**config.mk**
```make
export PLATFORM = sky130hd
export DESIGN_NAME = uart_tx_fifo_drain
export DESIGN_NICKNAME = d
export VERILOG_FILES = /design/src/rtl/uart_pkg.sv /design/src/rtl/uart_tx_baud_cnt.sv /design/src/rtl/uart_tx_fifo_drain.sv
export SDC_FILE = /design/constraint.sdc
export NUM_CORES = 1
export LEC_CHECK = 0
export CAP_MARGIN = 10
export CORE_MARGIN = 2
export CORE_UTILIZATION = 60
export DETAILED_ROUTE_END_ITERATION = 6
export PLACE_DENSITY = 0.95
export SYNTH_ARGS = -nofsm -noshare
export SYNTH_HDL_FRONTEND = slang
export SYNTH_SLANG_ARGS = --single-unit
```
**constraint.sdc**
```tcl
create_clock -name i_uart_tx_clk -period 5.05 [get_ports i_uart_tx_clk]
set_input_delay 1.01 -clock i_uart_tx_clk [delete_from_list [all_inputs] [get_ports i_uart_tx_clk]]
set_output_delay 1.01 -clock i_uart_tx_clk [all_outputs]
set_load 0.01 [all_outputs]
```
**src/rtl/uart_pkg.sv**
```systemverilog
// Shared encodings and constants for the UART transmit path.
package uart_pkg;

   typedef enum logic [2:0] {
      TX_IDLE   = 3'd0,
      TX_START  = 3'd1,
      TX_DATA   = 3'd2,
      TX_PARITY = 3'd3,
      TX_STOP   = 3'd4
   } tx_state_e;

   localparam logic PAR_EVEN     = 1'b0;
   localparam logic PAR_ODD      = 1'b1;
   localparam int   PRESCALE_MIN = 2;

   // data_xor is the XOR-reduction of the data word.
   function automatic logic parity_bit(input logic data_xor, input logic par_typ);
      return (par_typ == PAR_EVEN) ? data_xor : ~data_xor;
   endfunction

endpackage

```
**src/rtl/uart_tx_baud_cnt.sv**
```systemverilog
// Per-bit prescale counter: counts 0..P-1 and pulses bit_done_o on the last cycle of a bit.
module uart_tx_baud_cnt #(
   parameter int PRESCALE_WIDTH = 16
) (
   input  logic                      clk,
   input  logic                      srst,
   input  logic                      clear_i,
   input  logic [PRESCALE_WIDTH-1:0] prescale_i,
   output logic                      bit_done_o
);

   logic [PRESCALE_WIDTH-1:0] cnt_q;
   logic [PRESCALE_WIDTH-1:0] cnt_d;
   logic                      at_end;

   assign at_end     = (cnt_q == (prescale_i - PRESCALE_WIDTH'(1)));
   assign bit_done_o = at_end & ~clear_i;

   always_comb begin
      cnt_d = cnt_q + PRESCALE_WIDTH'(1);
      if (clear_i || at_end) begin
         cnt_d = '0;
      end
   end

   always_ff @(posedge clk) begin
      if (srst) begin
         cnt_q <= '0;
      end else begin
         cnt_q <= cnt_d;
      end
   end

endmodule

```
**src/rtl/uart_tx_fifo_drain.sv**
```systemverilog
// UART transmitter that pops bytes from the TX FIFO read stage and serialises them
// as start / data (LSB first) / optional parity / stop.
module uart_tx_fifo_drain
   import uart_pkg::*;
#(
   parameter int DATA_WIDTH     = 8,
   parameter int PRESCALE_WIDTH = 16
) (
   input  logic                      i_uart_tx_clk,
   input  logic                      i_uart_tx_rst,
   input  logic                      i_uart_tx_en,
   input  logic [PRESCALE_WIDTH-1:0] i_uart_tx_prescale,
   input  logic                      i_uart_tx_par_en,
   input  logic                      i_uart_tx_par_typ,
   input  logic                      i_uart_tx_fifo_empty,
   input  logic [DATA_WIDTH-1:0]     i_uart_tx_fifo_rdata,
   output logic                      o_uart_tx_fifo_rinc,
   output logic                      o_uart_tx_serial,
   output logic                      o_uart_tx_busy
);

   localparam int BIT_CNT_W = (DATA_WIDTH > 1) ? $clog2(DATA_WIDTH) : 1;
   localparam logic [BIT_CNT_W-1:0] LAST_BIT = BIT_CNT_W'(DATA_WIDTH - 1);

   tx_state_e                 state_q, state_d;
   logic [DATA_WIDTH-1:0]     shreg_q, shreg_d;
   logic [BIT_CNT_W-1:0]      bit_cnt_q, bit_cnt_d;
   logic [PRESCALE_WIDTH-1:0] prescale_q, prescale_d;
   logic                      par_en_q, par_en_d;
   logic                      par_bit_q, par_bit_d;
   logic                      serial_q, serial_d;
   logic                      busy_q, busy_d;

   logic                      rinc;
   logic                      bit_done;
   logic [PRESCALE_WIDTH-1:0] prescale_clamped;

   assign prescale_clamped = (i_uart_tx_prescale < PRESCALE_WIDTH'(PRESCALE_MIN))
                           ? PRESCALE_WIDTH'(PRESCALE_MIN) : i_uart_tx_prescale;

   // Reset gates the pop so no byte is lost while the FSM is being forced idle.
   assign rinc = (state_q == TX_IDLE) & i_uart_tx_en & ~i_uart_tx_fifo_empty & ~i_uart_tx_rst;

   uart_tx_baud_cnt #(
      .PRESCALE_WIDTH(PRESCALE_WIDTH)
   ) u_baud (
      .clk       (i_uart_tx_clk),
      .srst      (i_uart_tx_rst),
      .clear_i   (state_q == TX_IDLE),
      .prescale_i(prescale_q),
      .bit_done_o(bit_done)
   );

   always_comb begin
      state_d    = state_q;
      shreg_d    = shreg_q;
      bit_cnt_d  = bit_cnt_q;
      prescale_d = prescale_q;
      par_en_d   = par_en_q;
      par_bit_d  = par_bit_q;
      serial_d   = serial_q;
      busy_d     = busy_q;

      case (state_q)
         TX_IDLE: begin
            serial_d = 1'b1;
            busy_d   = 1'b0;
            if (rinc) begin
               shreg_d    = i_uart_tx_fifo_rdata;
               prescale_d = prescale_clamped;
               par_en_d   = i_uart_tx_par_en;
               par_bit_d  = parity_bit(^i_uart_tx_fifo_rdata, i_uart_tx_par_typ);
               state_d    = TX_START;
               serial_d   = 1'b0;
               busy_d     = 1'b1;
            end
         end
         TX_START: begin
            if (bit_done) begin
               state_d   = TX_DATA;
               bit_cnt_d = '0;
               serial_d  = shreg_q[0];
            end
         end
         TX_DATA: begin
            if (bit_done) begin
               if (bit_cnt_q == LAST_BIT) begin
                  bit_cnt_d = '0;
                  if (par_en_q) begin
                     state_d  = TX_PARITY;
                     serial_d = par_bit_q;
                  end else begin
                     state_d  = TX_STOP;
                     serial_d = 1'b1;
                  end
               end else begin
                  bit_cnt_d = bit_cnt_q + BIT_CNT_W'(1);
                  shreg_d   = shreg_q >> 1;
                  serial_d  = shreg_d[0];
               end
            end
         end
         TX_PARITY: begin
            if (bit_done) begin
               state_d  = TX_STOP;
               serial_d = 1'b1;
            end
         end
         TX_STOP: begin
            if (bit_done) begin
               state_d  = TX_IDLE;
               serial_d = 1'b1;
               busy_d   = 1'b0;
            end
         end
         default: begin
            state_d  = TX_IDLE;
            serial_d = 1'b1;
            busy_d   = 1'b0;
         end
      endcase
   end

   always_ff @(posedge i_uart_tx_clk) begin
      if (i_uart_tx_rst) begin
         state_q    <= TX_IDLE;
         shreg_q    <= '0;
         bit_cnt_q  <= '0;
         prescale_q <= PRESCALE_WIDTH'(PRESCALE_MIN);
         par_en_q   <= 1'b0;
         par_bit_q  <= 1'b0;
         serial_q   <= 1'b1;
         busy_q     <= 1'b0;
      end else begin
         state_q    <= state_d;
         shreg_q    <= shreg_d;
         bit_cnt_q  <= bit_cnt_d;
         prescale_q <= prescale_d;
         par_en_q   <= par_en_d;
         par_bit_q  <= par_bit_d;
         serial_q   <= serial_d;
         busy_q     <= busy_d;
      end
   end

   assign o_uart_tx_fifo_rinc = rinc;
   assign o_uart_tx_serial    = serial_q;
   assign o_uart_tx_busy      = busy_q;

endmodule

```
==> flow_summary_export.csv, run 1 <==
group,metric,value,unit
global_route,grt_max_degree,44,
timing,clock.fmax,0.2668,GHz
synth,synth_nets,378,
route,dr.pass1.iters,4,
pwr,combPwrFrac,17.4,%
timing,hold_viol,0,
synth,synthesis.instances,344,
clock_network,cts-hold-fix-buffers,0,
timing,drv_slew,0,
clock_network,clkSlewWorstSetupHoldPaths,0.10,ns
pwr,power_density,247.4,nW/um2
synth,yosys_warnings,0,
route,wl_per_cell,15.78,um
floorplan,die_h,73.27,um
clock_network,worst_skew_pair.late_latency,0.32,ns
clock_network,cts_tree,"done",
run_status,status,"finished, final reports clean",
timing,setup-violations-final,0,
synth,synth_edf_count,0,
floorplan,core_area,4661,um2
synth,synth_top_family_by_area,"simple AND/OR/NAND/NOR gates",
placed_design,io_buffers,32,
pwr,power,0.8203,mW
synth,yosysTopAreaCell,"dfxtp_1",
timing,finClkSkew,0.01090,ns
worst_setup_path,cp-end-kind,"primary output",
pwr,p_leak,1.174,nW
clock_network,root_buffer,"clkbuf_8",
floorplan,ios,33,
worst_setup_path,rr_worst_depth,9,
worst_setup_path,cp_max_fo,21,
global_route,grt_pass1_wl,11450,um
floorplan,die_x,73.27,um
synth,yosysSeqAreaShare,34.77,%
worst_setup_path,critical_path_required,4.04,ns
synth,ys_ff_latch,50,
finish,multi_input_area,1790,um2
route,wl,6705,um
pwr,power_switching,0.2309,mW
global_route,antenna_found_initial,0,
clock_network,ctsResizeCount,0,
timing,fin_crit,3.748,ns
pwr,power.internal,0.5894,mW
timing,worst_slack,1.302,ns
placed_design,dp.final_hpwl,5021,um
finish,nets,404,
floorplan,fp-row-count,25,
timing,finalCritPeriodShare,74.22,%
synth,synthArstFlopShare,0,%
route,ant_nets,0,
finish,area.sequential,1001,um2
clock_network,clockBufferDepth,2,
placed_design,place_ws,1.327,ns
timing,tightest_slew,0.7892,ns
worst_setup_path,cp.arrival,2.74,ns
synth,synth_ff_type,"dfxtp_1",
hold_path,hold_depth,2,
timing,whs,0.4745,ns
clock_network,clock_sinks,50,
synth,avgSynthCellArea,8.369,um2
synth,syn_area,2879,um2
timing,rsz0062_at_grt,"false",
clock_network,post-cts-setup-buffers,0,
route,via_count,2585,
synth,synth_compound_area_share,14.73,%
synth,synth_area_leaders,"dfxtp_1 (35%), xnor2_1 (6.4%), xor2_1 (5.8%)",
worst_setup_path,worst_setup_path_start_kind,"flop",
timing,tns,0,ns
synth,synth-adder-area-share,1.738,%
finish,n_antenna_cell,0,
global_route,grt-ovfl-total,0,
global_route,grt_usage,27.26,%
clock_network,h-tree-depth,2,
flow_run,maxCapViolCount,0,
worst_setup_path,critPathKind,"reg2out",
finish,final_core_util,71.14,%
floorplan,initial_core_util,61.77,%
synth,synth_top_area_share,34.77,%
synth,synth_cell_types,56,
finish,fillCellCount,348,
route,initialDrtViolationCount,203,
finish,areaGrowthSynthToFinish,15.17,%
timing,slew_headroom,46.03,%
pwr,clock_power_share,31.1,%
clock_network,cts_buffers,5,
pwr,swShare,28.15,%
synth,synthMuxAreaShare,6.432,%
hold_path,hold_path_class,"reg2reg",
pwr,seqPwrFrac,51.5,%
synth,yosysMostFrequentCell,"dfxtp_1",
floorplan,die_area,5368,um2
synth,synth_simple_gate_area_share,27.12,%
global_route,grt_pass1_vias,2519,
route,route.detailed.drc,0,
synth,synthXorXnorAreaFrac,12.17,%
route,routed_via_density,6.082,
placed_design,gp_congestion,0.9026,
finish,drive_above_1_share,7.547,%
synth,synthTopCellsByCount,"dfxtp_1 (50), nor2_1 (43), nand2_1 (35)",
pwr,irDropWorstVdd,0.1627,mV
[metal layers]
metal  vias up  track usage, %  share of wire, %
li1       1274               -                 -
met1      1221           32.19                43
met2        74           48.65                51
met3        16           4.252               3.8
met4         0           11.52               2.5
met5         -               0                 0
[final cells by class]
cell class	instances	share of cell area, %
Sequential cell	50	30.19
Multi-Input combinational cell	273	54.00
Clock inverter	2	0.4906
Inverter	6	0.6792
Clock buffer	6	2.491
Tap cell	54	2.038
Timing Repair Buffer	34	10.11
[kinds of logic after synthesis]
kind of cell             count (synthesis)
buffers and inverters                   21
AO/OA/AOI/OAI                           61
adder cells (fa/ha/maj)                  4
XOR/XNOR                                40
multiplexers                            17
flip-flops                              50
AND/OR/NAND/NOR                        151
[worst paths after layout]
path                 start             endpoint  slack [ns]
min              par_bit_q            par_bit_q        0.47
max reg2reg  prescale_q[0]           shreg_q[5]        1.55
max             state_q[1]  o_uart_tx_fifo_rinc        1.30
min reg2reg      par_bit_q            par_bit_q        0.47
[power by group through the flow]
stage | sequential [mW] | combinational, mW | clock (mW)
3_5_place_dp | 0.431 | 0.141 | 0
6_report | 0.423 | 0.143 | 0.255
3_3_place_gp | 0.431 | 0.136 | 0
4_1_cts | 0.422 | 0.142 | 0.255
2_1_floorplan | 0.426 | 0.0952 | 0
5_1_grt | 0.425 | 0.158 | 0.269
[placed cells by master (no fill, tap or decap), drive strengths merged, types with 3 or more instances in the layout]
cell           Yosys  layout
nand3             11      11
ha                 4       4
and3               8       8
o21bai             4       4
a21oi             18      18
nor3               7       7
xnor2             21      21
a211oi             7       7
clkbuf            12       6
nor2b              7       7
a31oi              6       6
dfxtp             50      50
mux2i              8       8
inv                6       7
nand4              5       5
o21ai              6       6
nor2              43      43
a22oi              6       6
nor4               7       7
xor2              19      19
clkdlybuf4s50      0      32
nand2             36      36
nand2b             3       3
nand3b             4       4
or4                5       5
mux2               9       9
[critical path: stages (launching register included)]
cell and delay [ns]:
dfxtp_1 0.53, nor3_1 0.60, nand3b_1 0.15, buf_4 0.24, nor2_1 0.29, clkdlybuf4s50_1 0.61
[stage by stage]
step / area, um2 / instances
CTS: 3316 / 425
floorplan: 2879 / 344
global route: 3316 / 425
global placement: 3217 / 417
finish: 3316 / 425
detailed placement: 3217 / 417
[state kept, by name, indices dropped and copies added (netlist names)]
name,flops
shreg_q,8
u_baud.cnt_q,16
par_bit_q,1
prescale_q,16
o_uart_tx_serial,1
o_uart_tx_busy,1
state_q,3
par_en_q,1
bit_cnt_q,3
Note: power is estimated with default switching activity, not from simulation.
==> run 2, diff against run 1 <==
- CORE_UTILIZATION: 60 -> 51
- PLACE_DENSITY: 0.95 -> 0.88
- clock period: 5.05 -> 3.3 ns (I/O delays scaled with it)
==> flow_summary_export.csv, run 2 (synthesis results as in run 1) <==
group,metric,value,unit
worst_setup_path,r2r_end,"o_uart_tx_serial",
route,via_count,2611,
finish,areaGrowthSynthToFinish,18.69,%
pwr,swShare,25.65,%
timing,slew_headroom,56.80,%
timing,setup-violations-final,0,
pwr,combPwrFrac,18.0,%
floorplan,initial_core_util,52.61,%
global_route,grt_usage,23.68,%
timing,fin_crit,3.195,ns
route,ant_nets,0,
timing,tightest_slew,0.6442,ns
placed_design,gp_congestion,0.9138,
placed_design,place_ws,0.1564,ns
finish,final_cell_mix,"dfxtp_1 (50), nor2_1 (43), nand2_1 (35)",
worst_setup_path,worst_setup_path_start_kind,"flop",
floorplan,ios,33,
worst_setup_path,crit_path_start,"prescale_q[1]",
timing,finalCritPeriodShare,96.83,%
route,wl,6863,um
finish,nets,413,
route,route.detailed.drc,0,
route,initialDrtViolationCount,190,
timing,worst_slack,0.1047,ns
pwr,seqPwrFrac,49.6,%
pwr,power,1.297,mW
timing,hold_viol,0,
route,dr.pass1.iters,5,
floorplan,die_x,79.14,um
worst_setup_path,critical_path_required,3.48,ns
placed_design,dp.final_hpwl,5141,um
clock_network,h-tree-depth,2,
worst_setup_path,cp_max_fo,5,
finish,reg_top3,"prescale_q: 16 flops, u_baud.cnt_q: 16 flops, shreg_q: 8 flops",
clock_network,clockBufferDepth,2,
floorplan,core_area,5473,um2
timing,tns,0,ns
finish,n_antenna_cell,0,
floorplan,die_area,6262,um2
clock_network,cts_buffers,5,
placed_design,io_buffers,32,
global_route,antenna_found_initial,0,
worst_setup_path,critPathKind,"reg2reg",
timing,finClkSkew,0.01165,ns
route,routed_via_density,5.777,
global_route,grt_max_degree,43,
finish,drive_above_1_share,9.474,%
floorplan,fp-row-count,27,
global_route,grt_pass1_vias,2625,
timing,drv_slew,0,
clock_network,clock_sinks,50,
worst_setup_path,rr_worst_depth,9,
pwr,p_leak,1.227,nW
pwr,irDropWorstVdd,0.2046,mV
flow_run,maxCapViolCount,0,
pwr,power_switching,0.3326,mW
clock_network,worst_skew_pair.late_latency,0.30,ns
worst_setup_path,cp-end-kind,"flop",
pwr,power_density,379.5,nW/um2
global_route,grt_pass1_wl,11790,um
clock_network,root_buffer,"clkbuf_8",
worst_setup_path,regToRegSetupSlack,0.10,ns
floorplan,die_h,79.14,um
global_route,grt-ovfl-total,0,
run_status,status,"finished, final reports clean",
finish,layout_commonest_cell,"dfxtp_1",
timing,clock.fmax,0.3130,GHz
pwr,clock_power_share,32.4,%
worst_setup_path,crit_path_end,"o_uart_tx_serial",
pwr,power.internal,0.9641,mW
hold_path,hold_path_class,"reg2reg",
worst_setup_path,r2r_start,"prescale_q[1]",
clock_network,clkSlewWorstSetupHoldPaths,0.09,ns
timing,rsz0062_at_grt,"false",
route,wl_per_cell,15.18,um
clock_network,cts_tree,"done",
worst_setup_path,cp.arrival,3.37,ns
## run 2: cell count changes in the layout (fill, tap and decap cells not counted)
cell	change
clkbuf_1	+2
or4_4	+1
bufinv_16	+1
clkbuf_8	-1
clkinvlp_4	-1
inv_6	-1
or4_1	-1
buf_4	+9
## run 2: how the worst min path moves through the flow
stage,startpoint,to,slack (ns),depth (start not counted)
6_report,par_bit_q,par_bit_q,0.45,2
5_1_grt,par_bit_q,par_bit_q,0.46,2
4_1_cts,par_bit_q,par_bit_q,0.45,2
3_5_place_dp,par_bit_q,par_bit_q,0.44,2
3_3_place_gp,par_bit_q,par_bit_q,0.43,2
2_1_floorplan,par_bit_q,par_bit_q,0.43,2
## run 2: per-stage QoR
stage / cells / area [um2] / hold slack, ns / utilization [%]
2_1_floorplan: 344 / 2879 / 0.4267 / -
3_3_place_gp: 444 / 3307 / 0.4334 / 60.43
3_5_place_dp: 444 / 3307 / 0.4396 / 60.43
4_1_cts: 452 / 3413 / 0.4520 / 62.37
5_1_grt: 452 / 3417 / 0.4633 / 62.44
6_report: 452 / 3417 / 0.4512 / 62.44
## run 2: metal layers
layer	track usage (%)	vias up	wire, um
li1	-	1288	-
met4	9.655	0	174
met3	3.523	17	322
met2	43.73	85	3514
met1	27.09	1221	2851
met5	0	-	0
## run 2: critical path, cell delays in order (launching register included)
cell,delay [ns]
dfxtp_1,0.36
inv_1,0.07
ha_1,0.14
or4b_4,0.49
or4_1,0.54
a211oi_2,0.27
nand4_1,0.19
or4_1,0.54
a211oi_1,0.34
o21bai_1,0.13
## run 2: final cells by class
cell class              instances  area, um2
well taps                      72      90.09
clock buffers                   7      76.32
flip-flops and latches         50       1001
fillers                       462       2056
multi-input cells             273       1794
clock inverters                 1      30.03
repair buffers                 43      402.9
inverters                       6      22.52
## run 2: power by group through the flow
stage | Combinational [mW] | Sequential [mW] | Clock, mW
4_1_cts | 0.231 | 0.643 | 0.429
3_3_place_gp | 0.223 | 0.655 | 0
3_5_place_dp | 0.229 | 0.656 | 0
5_1_grt | 0.255 | 0.646 | 0.458
2_1_floorplan | 0.146 | 0.651 | 0
6_report | 0.234 | 0.643 | 0.420
## run 2: what timing repair did
item / in CTS / in global routing
resized for setup: 0 / 1
hold buffers: 0 / 0
setup endpoints to repair: 0 / 14
hold endpoints to repair: 0 / 0
setup buffers: 0 / 0
==> run 3, diff against run 2 <==
- CELL_PAD_IN_SITES_DETAIL_PLACEMENT: not set -> 1
- CELL_PAD_IN_SITES_GLOBAL_PLACEMENT: not set -> 1
- CORE_UTILIZATION: 51 -> 38
==> flow_summary_export.csv, run 3 (synthesis results as in run 1) <==
group,metric,value,unit
run_status,status,"finished, final reports clean",
pwr,seqPwrFrac,48.1,%
placed_design,gp_congestion,0.8924,
worst_setup_path,worst_setup_path_start_kind,"flop",
route,ant_nets,0,
placed_design,placed_area,3348,um2
clock_network,post-cts-setup-buffers,0,
clock_network,h-tree-depth,2,
finish,reg_top3,"prescale_q: 16 flops, u_baud.cnt_q: 16 flops, shreg_q: 8 flops",
finish,nets,414,
timing,finClkSkew,0.01147,ns
timing,drv_slew,0,
global_route,grt_pass1_wl,13370,um
worst_setup_path,cp_max_fo,7,
finish,n_antenna_cell,0,
pwr,clock_power_share,33.6,%
pwr,power_switching,0.3690,mW
floorplan,core_area,7292,um2
placed_design,io_buffers,32,
timing,whs,0.4671,ns
clock_network,clkSlewWorstSetupHoldPaths,0.10,ns
clock_network,cts_buffers,5,
timing,tns,0,ns
timing,setup-violations-final,0,
timing,clock.fmax,0.3213,GHz
pwr,swShare,27.63,%
hold_path,hold_path_class,"reg2reg",
route,wl,8107,um
finish,fin_area,3468,um2
floorplan,die_h,91.04,um
finish,layout_commonest_cell,"dfxtp_1",
finish,areaGrowthSynthToFinish,20.47,%
clock_network,clock_sinks,50,
floorplan,fp-row-count,31,
worst_setup_path,critical_path_required,3.50,ns
timing,finalCritPeriodShare,94.32,%
pwr,power.internal,0.9662,mW
global_route,grt_max_degree,43,
finish,drive_above_1_share,10.50,%
placed_design,dp.final_hpwl,6203,um
clock_network,clockBufferDepth,2,
route,wl_per_cell,16.89,um
pwr,combPwrFrac,18.3,%
pwr,power_density,385.0,nW/um2
clock_network,root_buffer,"clkbuf_8",
global_route,grt-ovfl-total,0,
route,initialDrtViolationCount,99,
worst_setup_path,critPathKind,"reg2reg",
finish,final_cell_mix,"dfxtp_1 (50), nor2_1 (43), nand2_1 (35)",
route,routed_via_density,5.463,
global_route,grt_usage,19.79,%
flow_run,maxCapViolCount,0,
finish,final_core_util,47.56,%
global_route,grt_pass1_vias,2752,
clock_network,worst_skew_pair.late_latency,0.31,ns
worst_setup_path,cp.arrival,3.32,ns
route,via_count,2622,
timing,hold_viol,0,
timing,fin_crit,3.113,ns
route,route.detailed.drc,0,
timing,rsz0062_at_grt,"false",
pwr,p_leak,1.241,nW
floorplan,ios,33,
timing,tightest_slew,0.8222,ns
route,dr.pass1.iters,4,
clock_network,cts_tree,"done",
floorplan,die_x,91.04,um
timing,slew_headroom,44.86,%
worst_setup_path,cp-end-kind,"flop",
pwr,irDropWorstVdd,0.1757,mV
floorplan,initial_core_util,39.48,%
floorplan,die_area,8288,um2
global_route,antenna_found_initial,0,
run 3: final timing paths:
kind            startpoint    endpoint  slack [ns]  cells after the start
max          prescale_q[1]  shreg_q[1]        0.19                      9
min              par_bit_q   par_bit_q        0.47                      2
max reg2reg  prescale_q[1]  shreg_q[1]        0.19                      9
min reg2reg      par_bit_q   par_bit_q        0.47                      2
run 3: layout make-up:
class | instances | area, um2
Clock inverter | 3 | 43.79
Timing Repair Buffer | 44 | 410.4
Sequential cell | 50 | 1001
Multi-Input combinational cell | 273 | 1798
Clock buffer | 5 | 68.82
Inverter | 6 | 22.52
Tap cell | 99 | 123.9
Fill cell | 902 | 3824
run 3: power groups by stage:
| stage | registers, mW | logic [mW] | clock network, mW |
|---|---|---|---|
| floorplan | 0.651 | 0.146 | 0 |
| global placement | 0.655 | 0.228 | 0 |
| detailed placement | 0.656 | 0.239 | 0 |
| CTS | 0.642 | 0.241 | 0.456 |
| global route | 0.646 | 0.266 | 0.476 |
| finish | 0.642 | 0.244 | 0.449 |
run 3: repair_timing:
action / 4_1_cts / 5_1_grt
resized for setup: 0 / 2
hold buffers: 0 / 0
setup endpoints to repair: 0 / 20
run 3: per-stage QoR:
stage	setup WS (ns)	instances	total power, mW
2_1_floorplan	0.2197	344	0.7971
3_3_place_gp	0.2173	472	0.8833
3_5_place_dp	0.1380	472	0.8947
4_1_cts	0.06616	480	1.340
5_1_grt	0.005441	480	1.388
6_report	0.1874	480	1.335
run 3: worst max-delay path: stages, from the launching register on:
cell and delay [ns]:
dfxtp_1 0.35, inv_1 0.06, ha_1 0.16, or4b_4 0.51
o2111ai_1 0.22, o21ai_0 0.13, a211oi_1 0.67, nor4_4 0.14
a31oi_4 0.37, mux2_2 0.39
run 3: routing by layer:
layer / track usage (%) / up-vias / part of all wire, %
li1: - / 1294 / -
met1: 24.31 / 1286 / 44
met2: 36.73 / 37 / 53
met3: 2.490 / 5 / 2.5
met4: 4.293 / 0 / 0.67
met5: 0 / - / 0
